**src/rtl/riscv_pkg.sv**
```systemverilog
// Shared encodings for the memory stage: funct3 load/store widths, LSU error codes
// and the load/store unit state type.
package riscv_pkg;

   localparam logic [2:0] FUNCT3_B  = 3'b000;
   localparam logic [2:0] FUNCT3_H  = 3'b001;
   localparam logic [2:0] FUNCT3_W  = 3'b010;
   localparam logic [2:0] FUNCT3_BU = 3'b100;
   localparam logic [2:0] FUNCT3_HU = 3'b101;

   localparam logic [1:0] LSU_ERR_NONE     = 2'b00;
   localparam logic [1:0] LSU_ERR_MISALIGN = 2'b01;
   localparam logic [1:0] LSU_ERR_TIMEOUT  = 2'b10;
   localparam logic [1:0] LSU_ERR_ILLEGAL  = 2'b11;

   typedef enum logic [1:0] {
      LSU_IDLE = 2'd0,
      LSU_REQ  = 2'd1,
      LSU_WAIT = 2'd2,
      LSU_DONE = 2'd3
   } lsu_state_t;

endpackage

```
**src/rtl/lsu_align.sv**
```systemverilog
// Byte-lane steering for the load/store unit: store byte enables and lane-replicated
// write data, alignment/legality decode, and load data shift plus sign/zero extension.
module lsu_align
   import riscv_pkg::*;
#(
   parameter int WIDTH = 32
) (
   input  logic [2:0]       funct3_i,
   input  logic [1:0]       byte_off_i,
   input  logic             is_read_i,
   input  logic             is_write_i,
   input  logic [WIDTH-1:0] store_data_i,
   input  logic [WIDTH-1:0] rdata_i,
   output logic [3:0]       be_o,
   output logic [WIDTH-1:0] wdata_o,
   output logic             misalign_o,
   output logic             illegal_o,
   output logic [WIDTH-1:0] load_data_o
);

   logic [WIDTH-1:0] shifted;

   always_comb begin
      be_o        = 4'b0000;
      wdata_o     = '0;
      misalign_o  = 1'b0;
      illegal_o   = 1'b0;
      load_data_o = '0;
      shifted     = rdata_i >> {byte_off_i, 3'b000};
      case (funct3_i)
         FUNCT3_B, FUNCT3_BU: begin
            be_o        = 4'b0001 << byte_off_i;
            wdata_o     = {4{store_data_i[7:0]}};
            load_data_o = (funct3_i == FUNCT3_B) ? {{(WIDTH-8){shifted[7]}}, shifted[7:0]}
                                                 : {{(WIDTH-8){1'b0}}, shifted[7:0]};
         end
         FUNCT3_H, FUNCT3_HU: begin
            be_o        = 4'b0011 << byte_off_i;
            wdata_o     = {2{store_data_i[15:0]}};
            misalign_o  = byte_off_i[0];
            load_data_o = (funct3_i == FUNCT3_H) ? {{(WIDTH-16){shifted[15]}}, shifted[15:0]}
                                                 : {{(WIDTH-16){1'b0}}, shifted[15:0]};
         end
         FUNCT3_W: begin
            be_o        = 4'b1111;
            wdata_o     = store_data_i;
            misalign_o  = (byte_off_i != 2'b00);
            load_data_o = shifted;
         end
         default: illegal_o = 1'b1;
      endcase
      // Unsigned stores do not exist, and a simultaneous read+write is meaningless.
      if ((is_write_i && funct3_i[2]) || (is_read_i && is_write_i)) begin
         illegal_o = 1'b1;
      end
   end

endmodule

```
**src/rtl/load_store_unit.sv**
```systemverilog
// Memory stage: runs one load or store per instruction over a req/gnt/rvalid word bus,
// holds the pipeline until it completes, and reports misaligned/illegal/timeout errors.
module load_store_unit
   import riscv_pkg::*;
#(
   parameter int WIDTH          = 32,
   parameter int TIMEOUT_CYCLES = 255
) (
   input  logic             clk,
   input  logic             rst,
   input  logic             lsu_valid,
   input  logic             mem_read,
   input  logic             mem_write,
   input  logic [2:0]       funct3,
   input  logic [WIDTH-1:0] addr,
   input  logic [WIDTH-1:0] store_data,
   output logic             stall,
   output logic             lsu_done,
   output logic [WIDTH-1:0] load_data,
   output logic             lsu_err,
   output logic [1:0]       lsu_err_code,
   output logic             mem_req,
   output logic             mem_we,
   output logic [WIDTH-1:0] mem_addr,
   output logic [3:0]       mem_be,
   output logic [WIDTH-1:0] mem_wdata,
   input  logic             mem_gnt,
   input  logic             mem_rvalid,
   input  logic [WIDTH-1:0] mem_rdata,
   output lsu_state_t       dbg_state
);

   localparam bit          TO_EN    = (TIMEOUT_CYCLES != 0);
   localparam logic [15:0] TO_LIMIT = 16'(TIMEOUT_CYCLES - 1);

   lsu_state_t       state_q, state_d;
   logic [WIDTH-1:0] addr_q, addr_d;
   logic [WIDTH-1:0] wdata_q, wdata_d;
   logic [WIDTH-1:0] ld_q, ld_d;
   logic             we_q, we_d;
   logic [3:0]       be_q, be_d;
   logic [2:0]       f3_q, f3_d;
   logic             err_q, err_d;
   logic [1:0]       code_q, code_d;
   logic [15:0]      cnt_q, cnt_d;

   logic             accept;
   logic             timeout_hit;
   logic [2:0]       al_f3;
   logic [1:0]       al_off;
   logic             al_rd, al_wr;
   logic [3:0]       al_be;
   logic [WIDTH-1:0] al_wdata, al_ld;
   logic             al_mis, al_ill;

   assign accept      = lsu_valid && (mem_read || mem_write);
   assign timeout_hit = TO_EN && (cnt_q >= TO_LIMIT);

   // The aligner decodes live inputs while idle and the latched access afterwards.
   always_comb begin
      if (state_q == LSU_IDLE) begin
         al_f3  = funct3;
         al_off = addr[1:0];
         al_rd  = mem_read;
         al_wr  = mem_write;
      end else begin
         al_f3  = f3_q;
         al_off = addr_q[1:0];
         al_rd  = ~we_q;
         al_wr  = we_q;
      end
   end

   lsu_align #(.WIDTH(WIDTH)) u_align (
      .funct3_i     (al_f3),
      .byte_off_i   (al_off),
      .is_read_i    (al_rd),
      .is_write_i   (al_wr),
      .store_data_i (store_data),
      .rdata_i      (mem_rdata),
      .be_o         (al_be),
      .wdata_o      (al_wdata),
      .misalign_o   (al_mis),
      .illegal_o    (al_ill),
      .load_data_o  (al_ld)
   );

   always_ff @(posedge clk) begin
      if (rst) begin
         state_q <= LSU_IDLE;
      end else begin
         state_q <= state_d;
      end
   end

   always_comb begin
      state_d = state_q;
      case (state_q)
         LSU_IDLE: if (accept) state_d = (al_ill || al_mis) ? LSU_DONE : LSU_REQ;
         LSU_REQ: begin
            if (mem_gnt)          state_d = LSU_WAIT;
            else if (timeout_hit) state_d = LSU_DONE;
         end
         LSU_WAIT: begin
            if (mem_rvalid)       state_d = LSU_DONE;
            else if (timeout_hit) state_d = LSU_DONE;
         end
         LSU_DONE: state_d = LSU_IDLE;
         default:  state_d = LSU_IDLE;
      endcase
   end

   // Access latch, timeout counter and completion result.
   always_comb begin
      addr_d  = addr_q;
      wdata_d = wdata_q;
      we_d    = we_q;
      be_d    = be_q;
      f3_d    = f3_q;
      cnt_d   = cnt_q;
      ld_d    = ld_q;
      err_d   = err_q;
      code_d  = code_q;
      case (state_q)
         LSU_IDLE: begin
            if (accept) begin
               addr_d  = addr;
               we_d    = mem_write;
               be_d    = al_be;
               wdata_d = al_wdata;
               f3_d    = funct3;
               cnt_d   = '0;
               ld_d    = '0;
               err_d   = al_ill || al_mis;
               code_d  = al_ill ? LSU_ERR_ILLEGAL : (al_mis ? LSU_ERR_MISALIGN : LSU_ERR_NONE);
            end
         end
         LSU_REQ: begin
            cnt_d = cnt_q + 16'd1;
            if (!mem_gnt && timeout_hit) begin
               err_d  = 1'b1;
               code_d = LSU_ERR_TIMEOUT;
               ld_d   = '0;
            end
         end
         LSU_WAIT: begin
            cnt_d = cnt_q + 16'd1;
            if (mem_rvalid) begin
               ld_d = we_q ? '0 : al_ld;
            end else if (timeout_hit) begin
               err_d  = 1'b1;
               code_d = LSU_ERR_TIMEOUT;
               ld_d   = '0;
            end
         end
         default: ;
      endcase
   end

   always_ff @(posedge clk) begin
      if (rst) begin
         addr_q  <= '0;
         wdata_q <= '0;
         we_q    <= 1'b0;
         be_q    <= 4'b0000;
         f3_q    <= 3'b000;
         cnt_q   <= '0;
         ld_q    <= '0;
         err_q   <= 1'b0;
         code_q  <= LSU_ERR_NONE;
      end else begin
         addr_q  <= addr_d;
         wdata_q <= wdata_d;
         we_q    <= we_d;
         be_q    <= be_d;
         f3_q    <= f3_d;
         cnt_q   <= cnt_d;
         ld_q    <= ld_d;
         err_q   <= err_d;
         code_q  <= code_d;
      end
   end

   // Valid/ready: mem_req stays high with stable addr/we/be/wdata until the cycle mem_gnt is
   // seen; the access then completes on the first mem_rvalid after the grant cycle.
   always_comb begin
      stall        = accept && (state_q != LSU_DONE);
      mem_req      = (state_q == LSU_REQ);
      mem_we       = (state_q == LSU_REQ) && we_q;
      mem_addr     = {addr_q[WIDTH-1:2], 2'b00};
      mem_be       = be_q;
      mem_wdata    = wdata_q;
      lsu_done     = (state_q == LSU_DONE);
      load_data    = lsu_done ? ld_q : '0;
      lsu_err      = lsu_done && err_q;
      lsu_err_code = lsu_done ? code_q : LSU_ERR_NONE;
      dbg_state    = state_q;
   end

endmodule
```
**config.mk**
```make
export PLATFORM = sky130hd
export DESIGN_NAME = load_store_unit
export DESIGN_NICKNAME = d
export VERILOG_FILES = /design/src/rtl/riscv_pkg.sv /design/src/rtl/lsu_align.sv /design/src/rtl/load_store_unit.sv
export SDC_FILE = /design/constraint.sdc
export NUM_CORES = 1
export LEC_CHECK = 0
export BUFFER_PORTS_ARGS = -buffer_cell sky130_fd_sc_hd__buf_2
export CAP_MARGIN = 20
export CORE_MARGIN = 2
export CORE_UTILIZATION = 35
export CTS_CLUSTER_DIAMETER = 80
export CTS_CLUSTER_SIZE = 10
export DETAILED_ROUTE_END_ITERATION = 7
export PLACE_DENSITY = 0.61
export REMOVE_ABC_BUFFERS = 1
export SLEW_MARGIN = 20
export SYNTH_ARGS = -nofsm -noshare
export SYNTH_HDL_FRONTEND = slang
export SYNTH_HIERARCHICAL = 1
export SYNTH_SLANG_ARGS = --single-unit
```
**constraint.sdc**
```tcl
create_clock -name clk -period 3.5 [get_ports clk]
set_input_delay 0.7 -clock clk [delete_from_list [all_inputs] [get_ports clk]]
set_output_delay 0.7 -clock clk [all_outputs]
set_load 0.05 [all_outputs]
```
==> results.toml <==
[run_status]
outcome = "completed"

[setup_path]
endpoint_kind = "flip-flop"
reg2reg_from = "dbg_state[1]"
worstPathCellList = "inv_1 > ha_1 > mux2_2 > nor2_2 > buf_4 > nand2_1 > nor3_2 > a21o_1 > nand2_1 > mux2i_1"
slowest_stage = "nor3_2"
path_max_fanout = 8
critical_path_required_ps = 3840
cp_top_family = "simple AND/OR/NAND/NOR gates"
start_kind = "flip-flop"
cp_data_arrival_time_ps = 3190
critPathMaxStageDelay_ps = 470
reg2reg_slack_ps = 660
setup.worst_path.class = "reg2reg"
path_buf_inv = 2
crit_start = "dbg_state[1]"
crit_top_cell = "nand2_1"

[layout]
area_delta_synth_final_pct = 23.68
fin_nets = 1148
final.fill_count = 2047
final_cells = 1313
drive_gt1_frac = 0.2732

[timing]
rsz0062_at_grt = "no"
drv_slew = 0
worstMarginPinSlew_ps = 995.3
clock-skew-final_ps = 8.442
hold_viol_final = 0
fmax_mhz = 351.9
slew_headroom = 0.3351
period_needed_ps = 2841
finalSetupTns_ps = 0
holdWs_ps = 448.8
setup_violations = 0
finalCritPeriodShare = 0.8118

[yosys]
yosys-top-cells-area = "dfxtp_1 (37%), nand2_1 (12%), mux2i_1 (8.2%)"
synth_area_um2 = 6833
synth.avg_cell_area_um2 = 7.765
seq_area_frac_synth = 0.3662
ys_types = 62
ys_ff_latch = 125
synthMuxAreaShare = 0.09998
async_flop_share = 0
yosys.area_share.xor_xnor = 0.01025
synth-simple-area-share = 0.2609
synth-edff-count = 0
synth_top_area_cell = "dfxtp_1"
synth_warnings = 6
synth_ff_type = "dfxtp_1"
synth_compound_area_frac = 0.1701
synth_cells = 880
synth_common_cells = "nand2_1 (212), dfxtp_1 (125), a21oi_1 (96), mux2i_1 (56), and2_1 (43)"
synth_top_area_frac = 0.3662
synth_top_family_by_area = "simple AND/OR/NAND/NOR gates"
synthAdderAreaFrac = 0.01099
yosysMostFrequentCell = "nand2_1"

[routing]
via_count = 6262
via_per_inst = 4.769
dr.pass1.iters = 7
drt-initial-drc-count = 363
antenna_left = 0
remaining_drc_errors = 0
post_drt_wl_per_cell_um = 14.89
drt_wl_total_um = 19560

[floorplan]
start_util = 0.3534
rows = 51
die_width_um = 143.7
top_level_ports = 215
die_h_um = 143.7
core_um2 = 19330
dieArea_um2 = 20660

[clock_network]
cts_hold_repair.buffers = 0
cts_setup_buffers = 0
cts_buffer_depth = 2
cts_tree = "built"
cts_sinks = 125
cts-resized-gates = 0
cts_buffers = 17
htreeDepth = 4
clockRootBuffer = "clkbuf_16"
clkTransAtPathRegs_ps = 60
clock_latency_ps = 420

[global_route]
overflow = 0
track_usage = 0.1870
grt_start_max_net_pins = 79
grt_pass1_vias = 5791
grt_pass1_wl_um = 30390
antenna_found_initial = 1

[pwr]
leakagePower_nw = 3.731
cellPowerDensity_nw_per_um2 = 818.7
ir_drop_v = 0.0004118
p_total_mw = 6.919

[job]
cap_violations = 0

[placed_design]
place_congestion = 0.8015
dpl.hpwl_um = 13500
dp_cells = 1282
port_buffers = 212

[min_path]
min_from = "addr_q[26]"
hold_class = "reg2reg"
-- cell usage in the layout (no fill, tap or decap), types with 4 or more instances in the layout --
cell type,n
nand2_1,212
buf_2,211
dfxtp_1,125
a21oi_1,96
mux2i_1,56
and2_1,43
nand2b_1,37
nor2_1,36
o21ai_0,21
o21ai_1,20
clkbuf_16,17
buf_4,16
a211oi_1,15
nor2b_1,14
nand3_1,13
inv_1,11
a21o_1,8
mux2_2,7
ha_1,6
or3_1,5
xnor2_1,5
a22o_1,5
o211ai_1,4
clkinvlp_4,4
-- worst register-to-register path, delay by kind of cell, from the launching register on --
kind / cells / cell delay, ps
and+or+nand+nor: 4 / 950
muxes: 2 / 590
adders and majority gates: 1 / 370
DFF: 1 / 360
buffers and inverters: 2 / 320
AOI/OAI and AO/OA: 1 / 190
-- cells by family after synthesis --
group,count (synthesis)
and+or+nand+nor,382
AOI/OAI and AO/OA,189
DFF,125
buffers and inverters,103
muxes,66
xor gates and xnor gates,8
adders and majority gates,6
other,1
-- stage by stage --
stage / util / area, µm² / setup WS, ps
after global routing: 0.4369 / 8448 / 429.1
after detailed placement: 0.4061 / 7851 / 681.6
final: 0.4371 / 8451 / 658.6
after global placement: 0.4061 / 7851 / 800.8
after CTS: 0.4369 / 8448 / 664.8
after floorplan: - / 6329 / -853.4
-- final cells by class --
type / instances / area [µm²] / share of cell area
clock buffers: 19 / 452.9 / 0.05360
flip-flops and latches: 125 / 2502 / 0.2961
clock inverters: 11 / 143.9 / 0.01703
well taps: 265 / 331.6 / 0.03924
inverters: 12 / 45.04 / 0.005330
repair buffers: 227 / 1176 / 0.1392
diodes: 1 / 2.502 / 0.0002961
multi-input cells: 653 / 3796 / 0.4492
-- registers in the layout (all words and copies together) (netlist names) --
name	cells
mem_wdata	32
we_q	1
ld_q	32
f3_q	3
mem_be	4
err_q	1
code_q	2
dbg_state	2
addr_q	32
cnt_q	16
-- power by group --
part | leakage [nW] | switching [mW] | total, mW | internal (mW)
Sequential | 1.02 | 0.101 | 1.71 | 1.61
Combinational | 2.43 | 2.26 | 3.40 | 1.14
Clock | 0.283 | 0.659 | 1.80 | 1.14
-- metal layers --
metal,track usage,vias up,share of wire
li1,-,3231,-
met1,0.2472,2852,0.47
met2,0.2952,151,0.47
met3,0.04765,28,0.047
met4,0.06656,0,0.019
met5,0,-,0
-- worst paths after layout --
path,to,depth (start not counted)
worst max-delay path,ld_q[27],10
worst min-delay path,addr_q[26],2
worst max register to register,ld_q[27],10
worst min register to register,addr_q[26],2
No activity file was read; power rests on OpenSTA's default activity.
